$ cat src/rtl/seq_div.sv
// Sequential restoring divider: one quotient bit per clock, start/busy/done handshake.
// Define SEQ_DIV_DZ_EN to add the dz output and a one-edge divide-by-zero shortcut.
module seq_div #(
  parameter int DW = 6,
  parameter int VW = 3
) (
  input  logic          clk,
  input  logic          rst_n,
  input  logic          start,
  input  logic [DW-1:0] a,
  input  logic [VW-1:0] b,
  output logic          busy,
  output logic          done,
  output logic [DW-1:0] q,
  output logic [VW-1:0] r
`ifdef SEQ_DIV_DZ_EN
  ,
  output logic          dz
`endif
);

  localparam int CW = $clog2(DW + 1);

  localparam logic [1:0] S_IDLE = 2'd0;
  localparam logic [1:0] S_RUN  = 2'd1;
  localparam logic [1:0] S_DONE = 2'd2;

  logic [1:0]    state_q, state_d;
  logic [DW-1:0] dvd_q, dvd_d;
  logic [VW-1:0] dvs_q, dvs_d;
  logic [VW:0]   rem_q, rem_d;
  logic [CW-1:0] cnt_q, cnt_d;
  logic [DW-1:0] q_q, q_d;
  logic [VW-1:0] r_q, r_d;
`ifdef SEQ_DIV_DZ_EN
  logic          dz_q, dz_d;
`endif

  logic [VW:0]   rem_shift;
  logic [VW:0]   rem_next;
  logic          qbit;

  // With a correct invariant R < b, the shifted remainder stays below 2b and fits VW+1 bits.
  always_comb begin
    rem_shift = {rem_q[VW-1:0], dvd_q[DW-1]};
    qbit      = (rem_shift >= {1'b0, dvs_q});
    rem_next  = qbit ? (rem_shift - {1'b0, dvs_q}) : rem_shift;
  end

  always_comb begin
    state_d = state_q;
    dvd_d   = dvd_q;
    dvs_d   = dvs_q;
    rem_d   = rem_q;
    cnt_d   = cnt_q;
    q_d     = q_q;
    r_d     = r_q;
`ifdef SEQ_DIV_DZ_EN
    dz_d    = dz_q;
`endif
    case (state_q)
      S_IDLE: begin
        if (start) begin
          dvd_d   = a;
          dvs_d   = b;
          rem_d   = '0;
          cnt_d   = '0;
          state_d = S_RUN;
`ifdef SEQ_DIV_DZ_EN
          dz_d    = 1'b0;
          if (b == '0) begin
            state_d = S_DONE;
            q_d     = '1;
            r_d     = a[VW-1:0];
            dz_d    = 1'b1;
          end
`endif
        end
      end
      S_RUN: begin
        dvd_d = dvd_q << 1;
        rem_d = rem_next;
        q_d   = {q_q[DW-2:0], qbit};
        cnt_d = cnt_q + CW'(1);
        if (cnt_q == CW'(DW - 1)) begin
          state_d = S_DONE;
          r_d     = rem_next[VW-1:0];
        end
      end
      S_DONE: state_d = S_IDLE;
      default: state_d = S_IDLE;
    endcase
  end

  always_ff @(posedge clk or negedge rst_n) begin
    if (!rst_n) begin
      state_q <= S_IDLE;
      dvd_q   <= '0;
      dvs_q   <= '0;
      rem_q   <= '0;
      cnt_q   <= '0;
      q_q     <= '0;
      r_q     <= '0;
`ifdef SEQ_DIV_DZ_EN
      dz_q    <= 1'b0;
`endif
    end else begin
      state_q <= state_d;
      dvd_q   <= dvd_d;
      dvs_q   <= dvs_d;
      rem_q   <= rem_d;
      cnt_q   <= cnt_d;
      q_q     <= q_d;
      r_q     <= r_d;
`ifdef SEQ_DIV_DZ_EN
      dz_q    <= dz_d;
`endif
    end
  end

  assign busy = (state_q == S_RUN);
  assign done = (state_q == S_DONE);
  assign q    = q_q;
  assign r    = r_q;
`ifdef SEQ_DIV_DZ_EN
  assign dz   = dz_q;
`endif

endmodule
$ cat config.mk
export PLATFORM = sky130hd
export DESIGN_NAME = seq_div
export DESIGN_NICKNAME = d
export VERILOG_FILES = /design/src/rtl/seq_div.sv
export SDC_FILE = /design/constraint.sdc
export NUM_CORES = 1
export LEC_CHECK = 0
export BUFFER_PORTS_ARGS = -buffer_cell sky130_fd_sc_hd__buf_2
export CORE_MARGIN = 10
export CORE_UTILIZATION = 57
export DETAILED_ROUTE_END_ITERATION = 16
export PLACE_DENSITY = 0.86
export SYNTH_ARGS = -nofsm -noshare
export SYNTH_HDL_FRONTEND = slang
export SYNTH_SLANG_ARGS = --single-unit
export TNS_END_PERCENT = 10
$ cat constraint.sdc
create_clock -name clk -period 6.1 [get_ports clk]
set_clock_uncertainty 0.15 [all_clocks]
set_input_delay 0.61 -clock clk [delete_from_list [all_inputs] [get_ports clk]]
set_output_delay 0.61 -clock clk [all_outputs]
set_load 0.01 [all_outputs]
==> metrics.md, run 1 <==
| Metric | Value |
|---|---|
| Post-synth net total | 134 |
| CP Data Required Time | 5.34 ns |
| Rows | 16 |
| Cell taking the most area after synthesis | dfrtp_1 |
| Slew Limit Headroom | 20.3% |
| Routed Antenna Nets | 0 |
| Status | finished, final reports clean |
| Initial DRC count | 22 |
| Core ar. | 0.00198 mm^2 |
| DIE AREA | 0.00437 mm^2 |
| Vias | 918 |
| Fin crit share | 39.0% |
| Top cells by count, synth | nand2_1, dfrtp_1, o21ai_0 |
| PortBufs | 22 |
| Area contributors post-synth | dfrtp_1, nand2_1, ha_1 |
| Slowest stage delay, CP | 0.44 ns |
| Buf/Inv on CP | 2 |
| Cells after synthesis | 116 |
| Top FF cell, synth | dfrtp_1 |
| Fill count | 161 |
| Mapped cell area | 0.00121 mm^2 |
| Leak | 0.698 nW |
| Yosys warning count | 0 |
| Worst-Skew Late Latency | 0.33 ns |
| Reg-to-Reg End | rem_q[0]$_DFFE_PN0P_ |
| Highest-delay cell along the critical path | dfrtp_1 |
| F_max | 0.420 GHz |
| Crit path launch type | flip-flop |
| Mean area per synthesized cell | 10.4 um^2 |
| Arrival time of the worst setup path | 1.62 ns |
| Max cap viols | 0 |
| Yosys cell types | 30 |
| Layout area overhead | 14.7% |
| Top-area cell type share of the netlist area | 53.7% |
| N_diodes | 0 |
| Grt ovf | 0 |
| Share of layout cells above drive strength 1 | 23.2% |
| Drt total wl | 2330 um |
| Register area share after synthesis | 53.7% |
| Final Critical Period | 2.38 ns |
| Initial core utilization | 61.1% |
| Ports | 23 |
| Setup crit end kind | output pin |
| Worst R2R Path Depth | 7 |
| Post-synth EDFFs | 0 |
| Die span in y | 66.1 um |
| Crit. Startpoint | state_q[1]$_DFFE_PN0P_ |
| Post_cts resized | 0 |
| Pwr Density | 581 mW/mm^2 |
| Most common cell in the netlist | nand2_1 |
| CTS sink count | 26 |
| Clock buffer depth | 2 |
| Avg Vias per Cell | 5.56 |
| CTS tree | built |
| Setup Viol. Count Final | 0 |
| Root buffer cell | clkbuf_4 |
| Register Area | 651 um^2 |
| Overall Global Routing Usage | 10.9% |
| Largest net degree at the start of global routing | 27 |
| Hold-fix buffers, CTS | 0 |
| Setup bufs post-CTS | 0 |
| DRC | 0 |
| Final net count | 157 |
| Worst-path clk slew | 0.15 ns |
| RSZ-0062 raised after global routing | no |
| TritonCTS Buffers | 3 |
| R2R Setup Slk | 3.79 ns |
| Routed len/inst | 14.1 um |
| Die width | 66.1 um |
| Slew @ Worst Pin | 1.19 ns |
| Delay-heaviest family, CP | buffers and inverters |
| Vias in the first global route | 839 |
| DRT Pass-1 Iters | 4 |
| Initial antenna violation count | 0 |
| Worst-path fanout max | 18 |
| Final TNS setup | 0 ns |
| Overall power | 0.000807 W |
| GPL Wtd Cong | 0.815 |
| First-pass GRT wire length | 3830 um |
| Hold Fails Final Rpt | 0 |
| Multi-input combinational cell area | 512 um^2 |
| CP Class | flip-flop to output pin |
| Hold Path Class | primary input to asynchronous set/reset pin |
| Yosys reg bits | 26 |
| Max-slew violations | 0 |
| Htree depth | 1 |
| Dpl hpwl | 1760 um |
| Worst r2r src | dvd_q[5]$_DFFE_PN0P_ |
| Crit path cell chain | nand2b_1 > inv_2 > buf_2 |
| Async S/R FF share, synth | 100% |
| Worst IR Drop VDD | 0.000311 V |
## through the flow
stage	util, %	worst slack [ns]	area [um^2]	hold WS [ns]	cells
global placement	67.4	3.88	1340	0.304	161
CTS	70.1	3.72	1390	0.119	165
detailed placement	67.4	3.81	1340	0.316	161
global route	70.1	3.62	1390	0.119	165
floorplan	-	3.93	1210	0.164	116
finish	70.1	3.72	1390	0.0925	165
## how the worst max path moves through the flow
stage	to	cells after the start
final	busy	3
after global routing	busy	3
after CTS	busy	3
after detailed placement	dvd_q[2]$_DFFE_PN0P_	3
after global placement	rem_q[0]$_DFFE_PN0P_	7
after floorplan	rem_q[0]$_DFFE_PN0P_	7
## area by class of cell
class	count	area share (%)
clock buffers	3	1.62
flip-flops and latches	26	46.8
clock inverters	1	2.16
well taps	27	2.43
repair buffers	22	7.93
inverters	8	2.16
multi-input cells	78	36.8
## routing by layer
layer	global-route usage [%]	routed length, um	up-vias
met2	17.9	1090	26
met5	0	0	-
li1	-	-	440
met4	4.71	32	0
met1	12.7	1060	448
met3	3.39	157	4
## cells by family (layout without fill, tap and decap cells)
logic type / Yosys count / after routing / synth area share (%)
fa+ha+maj: 6 / 6 / 6.82
flops: 26 / 26 / 53.7
xor+xnor: 1 / 1 / 0.723
compound gates: 23 / 23 / 12.5
mux: 8 / 8 / 6.82
buf+inv: 12 / 34 / 4.03
simple gates: 40 / 40 / 15.4
## flip-flops by register name, indices dropped and copies added, names as in the netlist
| signal | cells |
|---|---|
| dvd_q | 6 |
| q | 6 |
| cnt_q | 3 |
| dvs_q | 3 |
| r | 3 |
| rem_q | 3 |
| state_q | 2 |
## placed cells by master (no fill, tap or decap), types with 3 or more instances in the layout
cell type and n:
buf_2 22, clkbuf_4 3, dfrtp_1 26, ha_1 5
inv_1 7, mux2i_1 6, nand2_1 28, o211ai_1 3
o21ai_0 11
## power breakdown
part	internal, W	total [W]	switching, W
combinational	0.000169	0.000380	0.000211
sequential	0.000254	0.000308	0.0000540
clock	0.0000665	0.000119	0.0000522
total	0.000490	0.000807	0.000317
Note: power is estimated with default switching activity, not from simulation.
==> run 2: changes to the inputs <==
- ABC_AREA: default -> 1
- CORE_UTILIZATION: 57 -> 54
- PLACE_DENSITY: 0.86 -> 0.82
- clock period: 6.1 -> 2.25 ns (I/O delays scaled with it)
==> metrics.md, run 2 <==
| Metric | Value |
|---|---|
| Status | finished, final reports clean |
| Die span in y | 68.6 um |
| Routed len/inst | 13.8 um |
| Final Critical Period | 1.99 ns |
| CP Class | flip-flop to flip-flop |
| Core ar. | 0.00223 mm^2 |
| Slowest stage delay, CP | 0.39 ns |
| Die width | 68.6 um |
| Most common cell in the netlist | nand2_1 |
| Cells after synthesis | 135 |
| GPL Wtd Cong | 0.908 |
| Vias in the first global route | 1013 |
| Hold Path Class | primary input to flip-flop |
| DIE AREA | 0.00470 mm^2 |
| Dpl hpwl | 2000 um |
| Root buffer cell | clkbuf_4 |
| Leak | 0.785 nW |
| Post-synth EDFFs | 0 |
| PortBufs | 22 |
| Worst IR Drop VDD | 0.000937 V |
| Highest-delay cell along the critical path | fa_1 |
| Drt total wl | 2660 um |
| Setup Viol. Count Final | 0 |
| Setup crit end kind | flip-flop |
| Post-synth net total | 153 |
| Initial DRC count | 48 |
| Pwr Density | 1550 mW/mm^2 |
| Initial antenna violation count | 0 |
| First-pass GRT wire length | 4510 um |
| Top cells by count, synth | nand2_1, dfrtp_1, nor2_1 |
| Final net count | 184 |
| Grt ovf | 0 |
| CP Data Required Time | 2.34 ns |
| Area contributors post-synth | dfrtp_1, nand2_1, ha_1 |
| Ports | 23 |
| Max cap viols | 0 |
| Commonest cells after routing, fill and taps aside | nand2_1, dfrtp_1, buf_2, nor2_1, inv_1 |
| Top FF cell, synth | dfrtp_1 |
| Yosys cell types | 27 |
| Mean area per synthesized cell | 9.43 um^2 |
| Slew @ Worst Pin | 0.571 ns |
| Commonest non-fill, non-tap cell in the layout | nand2_1 |
| Avg Vias per Cell | 5.12 |
| Hold Fails Final Rpt | 0 |
| RSZ-0062 raised after global routing | no |
| DRC | 0 |
| Pre-CTS setup slack | 0.282 ns |
| Fin crit share | 88.3% |
| Top-area cell type share of the netlist area | 51.1% |
| Mapped cell area | 0.00127 mm^2 |
| Yosys reg bits | 26 |
| TritonCTS Buffers | 3 |
| Fill count | 180 |
| DRT Pass-1 Iters | 4 |
| Routed Antenna Nets | 0 |
| Layout area overhead | 17.3% |
| Rows | 17 |
| Arrival time of the worst setup path | 2.08 ns |
| F_max | 0.503 GHz |
| Largest net degree at the start of global routing | 27 |
| Clock buffer depth | 2 |
| Crit path cell chain | inv_1 > ha_1 > inv_1 > fa_1 > inv_1 > nand2_1 > nand2_1 > nand2_1 > nand2_1 > nand2_1 > nand2_1 > nand2_1 |
| Register area share after synthesis | 51.1% |
| Max-slew violations | 0 |
| Htree depth | 1 |
| N_diodes | 0 |
| Share of layout cells above drive strength 1 | 26.1% |
| Cell repeated most along the worst path | nand2_1 |
| Initial core utilization | 57.0% |
| Worst-path fanout max | 4 |
| Async S/R FF share, synth | 100% |
| Yosys warning count | 0 |
| Overall Global Routing Usage | 12.7% |
| Vias | 988 |
| Worst-Skew Late Latency | 0.33 ns |
| Slew Limit Headroom | 62.0% |
| Final TNS setup | 0 ns |
| Final Worst Setup Slack | 0.263 ns |
| CTS sink count | 26 |
| CTS tree | built |
| Worst-path clk slew | 0.14 ns |
| Cell taking the most area after synthesis | dfrtp_1 |
| Crit path launch type | flip-flop |
==> run 2: cell count changes in the layout (fill, tap and decap cells not counted), sizes merged, moves of 3 or more <==
| cell | change |
|---|---|
| a21oi | +6 |
| dlygate4sd3 | +5 |
| inv | +5 |
| mux2i | -6 |
| nand2 | +19 |
| nand3 | +7 |
| nor2 | +11 |
| o211ai | -3 |
| o21ai | -3 |
==> run 2: critical path: cells and delay by family, from the launching register on <==
kind,cells,cell delay [ns]
DFF,1,0.38
buffers and inverters,3,0.22
adders and majority gates,2,0.55
and+or+nand+nor,7,0.60
==> run 2: cell families after synthesis <==
family	after synthesis	synth area share, %
simple gates	67	24.6
flops	26	51.1
compound gates	18	9.72
buf+inv	15	5.89
fa+ha+maj	6	6.48
xor+xnor	2	1.38
mux	1	0.884
==> run 2: path summary, 6_finish.rpt <==
| path | from | to | slack [ns] | cells after the start |
|---|---|---|---|---|
| max | dvd_q[5]$_DFFE_PN0P_ | rem_q[2]$_DFFE_PN0P_ | 0.26 | 12 |
| min | a[4] | dvd_q[4]$_DFFE_PN0P_ | 0.02 | 3 |
| min in group asynchronous | rst_n | state_q[0]$_DFFE_PN0P_ | 0.25 | 2 |
| max in group asynchronous | rst_n | q[5]$_DFFE_PN0P_ | 1.32 | 2 |
| min reg2reg | q[5]$_DFFE_PN0P_ | q[5]$_DFFE_PN0P_ | 0.34 | 2 |
| max reg2reg | dvd_q[5]$_DFFE_PN0P_ | rem_q[2]$_DFFE_PN0P_ | 0.26 | 12 |
==> run 2: metrics by stage <==
stage / hold slack (ns) / cell area (um^2) / instances / total power [W] / utilization [%]
5_1_grt: 0.0281 / 1490 / 193 / 0.00253 / 66.9
2_1_floorplan: -0.221 / 1270 / 135 / 0.00176 / -
3_3_place_gp: 0.0972 / 1410 / 184 / 0.00199 / 63.0
6_report: 0.0205 / 1490 / 193 / 0.00231 / 66.9
4_1_cts: 0.0110 / 1490 / 193 / 0.00234 / 66.9
3_5_place_dp: 0.104 / 1410 / 184 / 0.00208 / 63.0
==> run 2: report_power, final <==
group / switching [W] / total [W] / internal, W / leakage (nW)
clock network: 0.000140 / 0.000239 / 0.0000993 / 0.0210
logic: 0.000760 / 0.00123 / 0.000473 / 0.447
registers: 0.000143 / 0.000839 / 0.000696 / 0.317
==> run 2: per-layer routing <==
layer	wire, um	up-vias	global-route usage (%)
met5	0	-	0
met4	81	0	8.29
met1	1140	467	14.3
li1	-	489	-
met3	153	7	3.06
met2	1290	25	21.1
==> run 2: timing repair <==
action / 4_1_cts / 5_1_grt
resized for setup: 0 / 0
setup buffers: 0 / 0
hold endpoints to repair: 30 / 0
hold buffers: 5 / 0
==> run 2: layout make-up <==
| class | instances | area (um^2) | share of cell area [%] |
|---|---|---|---|
| repair buffers | 28 | 168 | 11.2 |
| multi-input cells | 94 | 548 | 36.7 |
| clock buffers | 4 | 36.3 | 2.43 |
| well taps | 28 | 35.0 | 2.35 |
| flip-flops and latches | 26 | 651 | 43.6 |
| inverters | 13 | 56.3 | 3.77 |
==> run 3: changes to the inputs <==
- CORE_UTILIZATION: 54 -> 45
- PLACE_DENSITY: 0.82 -> 0.71
==> metrics.md, run 3 (synthesis results as in run 2) <==
| Metric | Value |
|---|---|
| Status | finished with violations |
| Failing checks | hold timing |
| RSZ-0062 raised after global routing | no |
| Commonest non-fill, non-tap cell in the layout | nand2_1 |
| TritonCTS Buffers | 3 |
| Grt ovf | 0 |
| Dpl hpwl | 1880 um |
| Crit path launch type | flip-flop |
| CTS tree | built |
| First-pass GRT wire length | 4490 um |
| Final hold slack | -0.000706 ns |
| Clock buffer depth | 2 |
| Worst-path clk slew | 0.13 ns |
| Fin util | 53.8% |
| Slew @ Worst Pin | 0.571 ns |
| Final net count | 181 |
| Post_cts resized | 0 |
| Largest net degree at the start of global routing | 27 |
| Routed Antenna Nets | 0 |
| Setup Viol. Count Final | 0 |
| Hold Path Class | primary input to flip-flop |
| Max cap viols | 0 |
| Worst-Skew Late Latency | 0.33 ns |
| Final TNS setup | 0 ns |
| Layout area overhead | 15.4% |
| Overall power | 0.00227 W |
| Vias in the first global route | 1011 |
| Die span in y | 73.2 um |
| Avg Vias per Cell | 4.87 |
| Ports | 23 |
| Design area | 0.00147 mm^2 |
| Routed len/inst | 13.0 um |
| DIE AREA | 0.00536 mm^2 |
| Max-slew violations | 0 |
| DRT Pass-1 Iters | 4 |
| Slew Limit Headroom | 61.9% |
| Commonest cells after routing, fill and taps aside | nand2_1, dfrtp_1, buf_2, nor2_1, inv_1 |
| DRC | 0 |
| Vias | 940 |
| Initial core utilization | 46.6% |
| Overall Global Routing Usage | 10.5% |
| Leak | 0.772 nW |
| Final Worst Setup Slack | 0.306 ns |
| CTS sink count | 26 |
| Initial antenna violation count | 0 |
| Final Critical Period | 1.94 ns |
| GPL Wtd Cong | 1.00 |
| Placed cell area | 0.00140 mm^2 |
| F_max | 0.514 GHz |
| Pre-CTS setup slack | 0.346 ns |
| N_diodes | 0 |
| Worst IR Drop VDD | 0.000932 V |
| Core ar. | 0.00273 mm^2 |
| Htree depth | 1 |
| Arrival time of the worst setup path | 2.02 ns |
| Drt total wl | 2520 um |
| Rows | 19 |
| Pwr Density | 1540 mW/mm^2 |
| Worst-path fanout max | 4 |
| CP Data Required Time | 2.33 ns |
| Fin crit share | 86.4% |
| CP Class | flip-flop to flip-flop |
| Die width | 73.2 um |
| Share of layout cells above drive strength 1 | 25.9% |
| Hold Fails Final Rpt | 1 |
| Initial DRC count | 39 |
| Setup crit end kind | flip-flop |
| Root buffer cell | clkbuf_4 |
| PortBufs | 22 |
## run 3: changes by cell type in the layout (fill, tap and decap cells not counted)
cell           previous run  this run
buf_4                     1         0
dlygate4sd3_1             5         3
## run 3: worst max-delay path, stage by stage (launching register included)
cell and delay, ns:
dfrtp_1 0.38, inv_1 0.10, ha_1 0.15, inv_1 0.05, fa_1 0.40, inv_1 0.07
nand2_1 0.06, nand2_1 0.11, nand2_1 0.13, nand2_1 0.09, nand2_1 0.06, nand2_1 0.05
nand2_1 0.05
## run 3: report_power, final
| part | total (W) | switching (W) | leakage (nW) | internal, W |
|---|---|---|---|---|
| clock network | 0.000240 | 0.000141 | 0.0210 | 0.0000991 |
| logic | 0.00119 | 0.000736 | 0.434 | 0.000455 |
| registers | 0.000837 | 0.000141 | 0.317 | 0.000696 |
| total | 0.00227 | 0.00102 | 0.772 | 0.00125 |
## run 3: final cells by class
type	instances	area [um^2]
fillers	250	1260
flip-flops and latches	26	651
multi-input cells	94	548
repair buffers	25	140
inverters	13	56.3
well taps	31	38.8
clock buffers	4	36.3
## run 3: stage by stage
step,std cells,hold WS (ns)
floorplan,135,-0.221
global placement,186,0.0966
detailed placement,186,0.115
CTS,193,0.000420
global route,193,0.0267
finish,193,-0.000706
## run 3: path summary, 6_finish.rpt
check | depth (start not counted) | to | slack (ns) | from
setup / recovery | 12 | rem_q[2]$_DFFE_PN0P_ | 0.31 | dvd_q[5]$_DFFE_PN0P_
max in group asynchronous | 2 | r[2]$_DFFE_PN0P_ | 1.31 | rst_n
hold reg to reg | 2 | r[1]$_DFFE_PN0P_ | 0.34 | r[1]$_DFFE_PN0P_
setup reg to reg | 12 | rem_q[2]$_DFFE_PN0P_ | 0.31 | dvd_q[5]$_DFFE_PN0P_
hold / removal | 3 | dvs_q[2]$_DFFE_PN0P_ | -0.0007 | b[2]
min in group asynchronous | 2 | dvs_q[1]$_DFFE_PN0P_ | 0.26 | rst_n
## run 3: layer usage
| layer | vias up | track usage (%) | share of wire (%) | routed length [um] |
|---|---|---|---|---|
| met5 | - | 0 | 0 | 0 |
| met4 | 0 | 5.27 | 1.7 | 44 |
| met3 | 5 | 2.99 | 4.8 | 121 |
| met2 | 19 | 16.5 | 46 | 1170 |
| met1 | 437 | 12.6 | 47 | 1180 |
| li1 | 479 | - | - | - |
## run 3: timing repair
action / in CTS / in global routing
setup buffers: 0 / 0
endpoints found under the hold margin: 28 / 0
hold buffers: 3 / 0
endpoints found under the setup margin: 0 / 0
